==> src/rtl/sp_rfifo_arbiter.sv <==
// rtl/sp_rfifo_arbiter.sv - four-way round-robin read-FIFO arbiter with a single outstanding memory read (optional watchdog: SP_ARB_TIMEOUT_EN)
module sp_rfifo_arbiter #(
    parameter int ADDR_W  = 32,
    parameter int TAG_W   = 8,
    parameter int DATA_W  = 64,
    parameter int TIMEOUT = 255
) (
    input  logic                          CLK,
    input  logic                          nRST,
    input  logic [3:0]                    rFIFO_empty,
    input  logic [4*(TAG_W+ADDR_W)-1:0]   rFIFO_rdata,
    output logic [3:0]                    rFIFO_REN,
    output logic                          mem_req,
    output logic [ADDR_W-1:0]             mem_addr,
    input  logic                          mem_ready,
    input  logic                          mem_rvalid,
    input  logic [DATA_W-1:0]             mem_rdata,
    input  logic                          respFIFO_full,
    output logic                          respFIFO_WEN,
    output logic [2+TAG_W+DATA_W-1:0]     respFIFO_wdata,
    output logic                          busy,
    output logic                          timeout_err
);

    localparam int ENT_W = TAG_W + ADDR_W;

    typedef enum logic [1:0] {IDLE, ISSUE, WAIT, RESP} state_t;

    state_t              state_q, state_d;
    logic [1:0]          rr_ptr_q, rr_ptr_d;
    logic [1:0]          src_q, src_d;
    logic [ADDR_W-1:0]   addr_q, addr_d;
    logic [TAG_W-1:0]    tag_q, tag_d;
    logic [DATA_W-1:0]   data_q, data_d;

`ifdef SP_ARB_TIMEOUT_EN
    localparam int CNT_W = $clog2(TIMEOUT + 1);
    localparam logic [CNT_W-1:0] CNT_LAST = CNT_W'(TIMEOUT - 1);
    logic [CNT_W-1:0]    cnt_q, cnt_d;
`endif

    logic [ENT_W-1:0]    entry [4];
    logic                grant_found;
    logic [1:0]          grant_idx;
    logic [1:0]          cand;
    logic [3:0]          ren;

    // Split the packed show-ahead heads and search round-robin from rr_ptr
    always_comb begin
        grant_found = 1'b0;
        grant_idx   = rr_ptr_q;
        cand        = rr_ptr_q;
        for (int i = 0; i < 4; i++) begin
            entry[i] = rFIFO_rdata[i*ENT_W +: ENT_W];
        end
        for (int i = 0; i < 4; i++) begin
            cand = rr_ptr_q + 2'(i);
            if (!grant_found && !rFIFO_empty[cand]) begin
                grant_found = 1'b1;
                grant_idx   = cand;
            end
        end
    end

    // Next-state and output decode; everything defaults to idle values
    always_comb begin
        state_d        = state_q;
        rr_ptr_d       = rr_ptr_q;
        src_d          = src_q;
        addr_d         = addr_q;
        tag_d          = tag_q;
        data_d         = data_q;
        ren            = 4'b0000;
        mem_req        = 1'b0;
        mem_addr       = '0;
        respFIFO_WEN   = 1'b0;
        respFIFO_wdata = '0;
        timeout_err    = 1'b0;
`ifdef SP_ARB_TIMEOUT_EN
        cnt_d          = cnt_q;
`endif
        case (state_q)
            IDLE: begin
                if (grant_found) begin
                    ren[grant_idx] = 1'b1;
                    src_d          = grant_idx;
                    addr_d         = entry[grant_idx][ADDR_W-1:0];
                    tag_d          = entry[grant_idx][ENT_W-1:ADDR_W];
                    rr_ptr_d       = grant_idx + 2'd1;
                    state_d        = ISSUE;
                end
            end
            ISSUE: begin
                mem_req  = 1'b1;
                mem_addr = addr_q;
                if (mem_ready) begin
                    state_d = WAIT;
`ifdef SP_ARB_TIMEOUT_EN
                    cnt_d   = '0;
`endif
                end
            end
            WAIT: begin
                // Read data on the limit cycle still takes the normal path
                if (mem_rvalid) begin
                    data_d  = mem_rdata;
                    state_d = RESP;
                end
`ifdef SP_ARB_TIMEOUT_EN
                else if (cnt_q == CNT_LAST) begin
                    timeout_err = 1'b1;
                    state_d     = IDLE;
                end else begin
                    cnt_d = cnt_q + 1'b1;
                end
`endif
            end
            RESP: begin
                if (!respFIFO_full) begin
                    respFIFO_WEN   = 1'b1;
                    respFIFO_wdata = {src_q, tag_q, data_q};
                    state_d        = IDLE;
                end
            end
            default: state_d = IDLE;
        endcase
    end

    // Pop strobe is gated by reset so a non-empty FIFO cannot be popped while held in reset
    assign rFIFO_REN = ren & {4{nRST}};
    assign busy      = (state_q != IDLE);

    // State and latch registers
    always_ff @(posedge CLK or negedge nRST) begin
        if (!nRST) begin
            state_q  <= IDLE;
            rr_ptr_q <= 2'd0;
            src_q    <= 2'd0;
            addr_q   <= '0;
            tag_q    <= '0;
            data_q   <= '0;
`ifdef SP_ARB_TIMEOUT_EN
            cnt_q    <= '0;
`endif
        end else begin
            state_q  <= state_d;
            rr_ptr_q <= rr_ptr_d;
            src_q    <= src_d;
            addr_q   <= addr_d;
            tag_q    <= tag_d;
            data_q   <= data_d;
`ifdef SP_ARB_TIMEOUT_EN
            cnt_q    <= cnt_d;
`endif
        end
    end

endmodule

==> config.mk <==
export PLATFORM = sky130hd
export DESIGN_NAME = sp_rfifo_arbiter
export DESIGN_NICKNAME = d
export VERILOG_FILES = /design/src/rtl/sp_rfifo_arbiter.sv
export SDC_FILE = /design/constraint.sdc
export NUM_CORES = 1
export LEC_CHECK = 0
export ABC_AREA = 0
export BUFFER_PORTS_ARGS = -buffer_cell sky130_fd_sc_hd__buf_2
export CAP_MARGIN = 30
export CELL_PAD_IN_SITES_DETAIL_PLACEMENT = 1
export CELL_PAD_IN_SITES_GLOBAL_PLACEMENT = 1
export CORE_ASPECT_RATIO = 0.6
export CORE_UTILIZATION = 35
export DETAILED_ROUTE_END_ITERATION = 16
export PLACE_DENSITY_LB_ADDON = 0.1
export SYNTH_ARGS = -nofsm -noshare
export SYNTH_HDL_FRONTEND = slang
export SYNTH_SLANG_ARGS = --single-unit
==> constraint.sdc <==
create_clock -name CLK -period 3.12 [get_ports CLK]
set_input_delay 0.468 -clock CLK [delete_from_list [all_inputs] [get_ports CLK]]
set_output_delay 0.468 -clock CLK [all_outputs]
set_load 0.02 [all_outputs]
==> Word level (Yosys, flattened, before mapping) <==
Cells that the tools add are included.
{ "totals": {"register_bits": 110, "input_bits": 233, "out_inout_bits": 114, "elab_cells": 73} }
{ "classes": {"n_addsub": 4, "order_cmp": 7, "n_eq_ne": 7, "n_mux": 33, "bitwise_logic": 2, "n_reduce_logical": 14} }
{ "ops": {"columns": ["op", "count"], "rows": [
  ["$mux 74", 2],
  ["$bmux 40 s2", 1],
  ["$mux 40", 2],
  ["$mux 32", 1],
  ["$lt 2x3->1 const B", 5],
  ["$mux 2", 7],
  ["$mux 1", 12],
  ["$bmux 1 s2", 4],
  ["$mux 4", 2],
  ["$ne 2x2->1 const B", 4],
  ["$pmux 2 s4", 1],
  ["$logic_not 1->1", 5],
  ["$add 2x1->2 const B", 2],
  ["$add 2x2->2 const B", 2],
  ["$and 4x4->4", 1],
  ["$eq 2x2->1 const B", 2],
  ["$logic_and 1x1->1", 4],
  ["$reduce_and 2->1", 2],
  ["$reduce_and 4->1", 1],
  ["$ge 3x3->1 const B", 1],
  ["$not 2->3", 1],
  ["$demux 1 s2", 1],
  ["$eq 2x1->1 const B", 1],
  ["$ge 2x1->1 const B", 1],
  ["2 further kinds", 2]
]} }

==> Depth between registers and ports, before layout <==
{ "logic_depth": {"word_depth": 19, "mapped_depth": 8, "ltp_nobuf": 6} }

==> Worst setup path before layout <==
No wires, ideal clock.
{ "synth_timing": {"path_kind": "input to output", "startpoint": "in rFIFO_empty[3]", "endpoint": "out rFIFO_REN[1]", "t_arrival_ps": 1752, "t_required_ps": 2652, "slack_ps": 900, "path_stages": 6, "path_buffers": 2, "path_cell_list": "nor2b_1 o221a_1 buf_6 nand2_8 buf_12 nor3_1"} }
{ "synth_between": {"elab_chain_len": 18, "word_cells_on_any_way": 31, "cone_classes": "2 x order compare; 19 x mux; 1 x bitwise; 9 x reduce/logical"} }
{ "synth_lines": {"columns": ["element", "line", "text"], "rows": [
  ["start, declared", "10", "input logic [3:0] rFIFO_empty,"],
  ["$bmux 1 s2", "58", "if (!grant_found && !rFIFO_empty[cand]) begin"],
  ["$mux 1 (implied by the code)", "58", null],
  ["$logic_not 1->1", "58", null],
  ["$logic_and 1x1->1", "58", null],
  ["$mux 1", "58", null],
  ["$logic_not 1->1", "58", null],
  ["$logic_and 1x1->1", "58", null],
  ["$mux 1", "58", null],
  ["[... 2 more ...]", null, null],
  ["$mux 2", "58", null],
  ["$lt 2x3->1 (implied by the code) or $ge 2x1->1 (tied branches)", "85", "ren[grant_idx] = 1'b1;"],
  ["$logic_and 1x1->1 (implied by the code)", "85", null],
  ["$mux 1 (implied by the code)", "85", null],
  ["$demux 1 s2", "85", null],
  ["$mux 4 (*)", "84", "if (grant_found) begin"],
  ["$mux 4 (*)", "82", "case (state_q)"],
  ["$and 4x4->4 (*)", "130", "assign rFIFO_REN = ren & {4{nRST}};"],
  ["end, declared", "12", "output logic [3:0] rFIFO_REN,"]
]} }
Mark *: on every way between the ends. The rest lies on a longest branch, timed or not. The select of a mux whose other input is x is not followed.

==> Final worst setup path <==
{ "layout_timing": {"startpoint": "reg rr_ptr_q[1]", "endpoint": "out rFIFO_REN[3]"} }
{ "layout_between": {"elab_chain_len": 19, "word_cells_on_any_way": 34, "cone_classes": "3 x add/sub; 2 x order compare; 19 x mux; 1 x bitwise; 9 x reduce/logical"} }
{ "layout_lines": {"columns": ["element", "line", "text"], "rows": [
  ["start, declared", "30", "logic [1:0] rr_ptr_q, rr_ptr_d;"],
  ["start signal, assigned", "147", "rr_ptr_q <= rr_ptr_d;"],
  ["$add 2x1->2", "57", "cand = rr_ptr_q + 2'(i);"],
  ["$bmux 1 s2", "58", null],
  ["$mux 1 (implied by the code)", "58", null],
  ["$logic_not 1->1", "58", null],
  ["$logic_and 1x1->1", "58", null],
  ["$mux 1", "58", null],
  ["$logic_not 1->1", "58", null],
  ["$logic_and 1x1->1", "58", null],
  ["[... 3 more ...]", null, null],
  ["$mux 2", "58", null],
  ["$lt 2x3->1 (implied by the code) or $ge 2x1->1 (tied branches)", "85", null],
  ["$logic_and 1x1->1 (implied by the code)", "85", null],
  ["$mux 1 (implied by the code)", "85", null],
  ["$demux 1 s2", "85", null],
  ["$mux 4 (*)", "84", null],
  ["$mux 4 (*)", "82", null],
  ["$and 4x4->4 (*)", "130", null]
]} }
Marks and branches as above.

==> flow_summary.toml <==
[worst_setup_path]
worstSetupStartpointType = "flip-flop"
slowest_stage = "dfrtp_1"
cpPeakStageDelay_ns = 0.51
reg2reg_depth = 6
required_ns = 2.65
arrival_ns = 2.10
path_class = "flip-flop to primary output"
cp-end-kind = "primary output"
path_cells = "nor2b_1 -> o221a_2 -> nand2_8 -> nor3_1 -> buf_2"
path_delay_family = "simple AND/OR/NAND/NOR gates"
critical_path_buf_inv_count = 1
cp.depth = 5
crit_fanout = 25

[floorplanning]
io_pins = 347
core_area_um2 = 18200
die_x_um = 179
initial_utilization = 0.360
die_h_um = 108
die_area_um2 = 19300
num_rows = 38

[pwr]
power_frac_comb = 0.522
p_leak_nw = 4.53
irDropWorstVdd_mv = 0.327
switching_power_w = 0.00326
seqPwrFrac = 0.328
p_total_w = 0.00772
clock_power_share = 0.150
p_int_w = 0.00446
swShare = 0.423
p_per_area_nw_per_um2 = 884

[global_routing]
met1_usage = 0.290
busiest_layer = "met2"
grt_pass1_vias = 6383
grt_max_degree = 58
grt_pass1_wl_mm = 34.0
gr-usage-met3 = 0.0520
antenna_found_initial = 0
grt_overflow = 0
met2_usage = 0.398
grt_util_all_layers = 0.229

[clock_tree]
clk_latency_ns = 0.35
cts_setup_buffers = 0
cts_tree = "yes"
cts.reportedPaths.clkPinSlew_ns = 0.09
cts_buffer_depth = 2
cts_buffers = 9
cts_hold_repair.buffers = 0
cts_root_buf = "clkbuf_16"
h-tree-depth = 3
cts_resized = 0
cts.sinks = 110

[synthesis]
synth_edf_count = 0
synth_top_area_share = 0.420
netlist-cell-type-count = 38
synth_xor_xnor_area_share = 0.00134
syn_area_um2 = 6560
mappedNetlistNets = 869
synthArstFlopShare = 1.00
syn_avg_cell_area_um2 = 10.4
synthMuxAreaShare = 0.171
synth-seq-cells = 110
yosysSeqAreaShare = 0.420
synthTopCellsByArea = "dfrtp_1 42%, mux2_2 11%, and2_1 10%, a211oi_2 7.6%, mux2i_1 6.1%"
synth_flop_cell = "dfrtp_1"
ys_warn_count = 0
postSynthCellCount = 631
synth_top_family_by_area = "simple AND/OR/NAND/NOR gates"
synth_compound_area_frac = 0.127
yosys.area_share.simple = 0.218
yosysTopAreaCell = "dfrtp_1"
synth_fa_ha_area_frac = 0.00954

[placed_design]
pre_cts_ws_ns = 0.808
place_congestion = 0.797
io_buffers = 345
hpwl_mm = 17.1
dpl_cell_area_um2 = 8430

[detailed_routing]
drt_iter0_markers = 250
vias = 5979
wl_per_cell_um = 18.8
drc_errors = 0
vias_per_cell = 5.01
route.antenna.remaining_nets = 0
drt-total-wl_mm = 22.5
first_pass_iters = 4

[timing]
hold_viol = 0
fin_crit_sh = 0.824
worst_clock_skew_ns = 0.0170
maxSlewViolCount = 0
fmax_mhz = 389
worstMarginPinSlew_ns = 0.739
relSlewSlack = 0.507
min_period_ns = 2.57
fin_setup_tns_ns = 0
timing.final.ws_setup_ns = 0.548
rsz0062_at_grt = "no"
setup_violations = 0

[final_layout]
layout_commonest_cell = "buf_2"
syn_to_final_growth_pct = 33.2
fillers = 2154
layout_common_cells = "344 x buf_2, 110 x dfrtp_1, 107 x and2_1"
final_nets = 1186
multi_input_area_um2 = 3480
seqCellArea_um2 = 2750
drive_above_1_share = 0.514
fin_area_um2 = 8730

[run_status]
status = "finished clean"

[job]
cap_violations = 0

[min_path]
hp-class = "input port to asynchronous set/reset pin"
-- power by group through the flow --
stage	sequential [W]	clock [W]	combinational [W]
after floorplan	0.00240	0	0.00304
after global placement	0.00248	0	0.00395
after detailed placement	0.00256	0	0.00411
after CTS	0.00254	0.00120	0.00412
after global routing	0.00263	0.00125	0.00441
final	0.00253	0.00116	0.00403
-- cells in the mapped netlist (2+ instances only) --
library cell  number
a211oi_2          40
and2_1           108
and3_1            40
buf_12             4
buf_2              9
buf_6              6
clkbuf_1          33
dfrtp_1          110
ha_1               5
inv_1              6
mux2_2            64
mux2i_1           40
nand2_1            8
nand3_1           40
nor2_1            45
nor2b_1            2
nor3_1             4
o21a_1             2
o21ai_0           46
-- final cells by class --
class | count | area share
diodes | 1 | 0.000287
clock buffers | 9 | 0.0258
clock inverters | 7 | 0.00860
inverters | 6 | 0.00258
multi-input cells | 462 | 0.399
flip-flops and latches | 110 | 0.315
well taps | 240 | 0.0344
repair buffers | 359 | 0.214
-- per-stage QoR --
stage               instances  hold WS (ns)  utilization
finish                   1194        0.0410        0.479
global route             1193        0.0509        0.479
CTS                      1193        0.0422        0.479
detailed placement       1177         0.433        0.463
global placement         1177         0.433        0.463
floorplan                 631         0.172            -
-- registers in the layout, indices dropped and copies added, names as in the netlist --
register and flops:
state_q 2, src_q 2, addr_q 32, tag_q 8
rr_ptr_q 2, data_q 64
-- routing by layer --
| metal | up-vias | wire length [um] | share of wire |
|---|---|---|---|
| met5 | - | 0 | 0 |
| met4 | 0 | 382 | 0.017 |
| met3 | 28 | 1420 | 0.063 |
| met2 | 210 | 11000 | 0.49 |
| met1 | 2910 | 9690 | 0.43 |
| li1 | 2831 | - | - |
-- path summary, 6_finish.rpt --
check / start / to / slack, ns
setup / recovery: rr_ptr_q[1] / rFIFO_REN[3] / 0.55
hold / removal: nRST / data_q[28] / 0.04
setup reg to reg: rr_ptr_q[1] / addr_q[2] / 0.94
hold reg to reg: src_q[0] / src_q[0] / 0.49
max in group asynchronous: nRST / data_q[50] / 1.97
min in group CLK: mem_rdata[28] / data_q[28] / 0.34
-- cell families (layout without fill, tap and decap cells) --
group,count (synthesis),after routing
buffers and inverters,59,381
and+or+nand+nor,254,254
adders and majority gates,5,5
xor gates and xnor gates,1,1
AOI/OAI and AO/OA,97,97
other,1,2
muxes,104,104
DFF,110,110
Power figures use the tool's default switching activity.
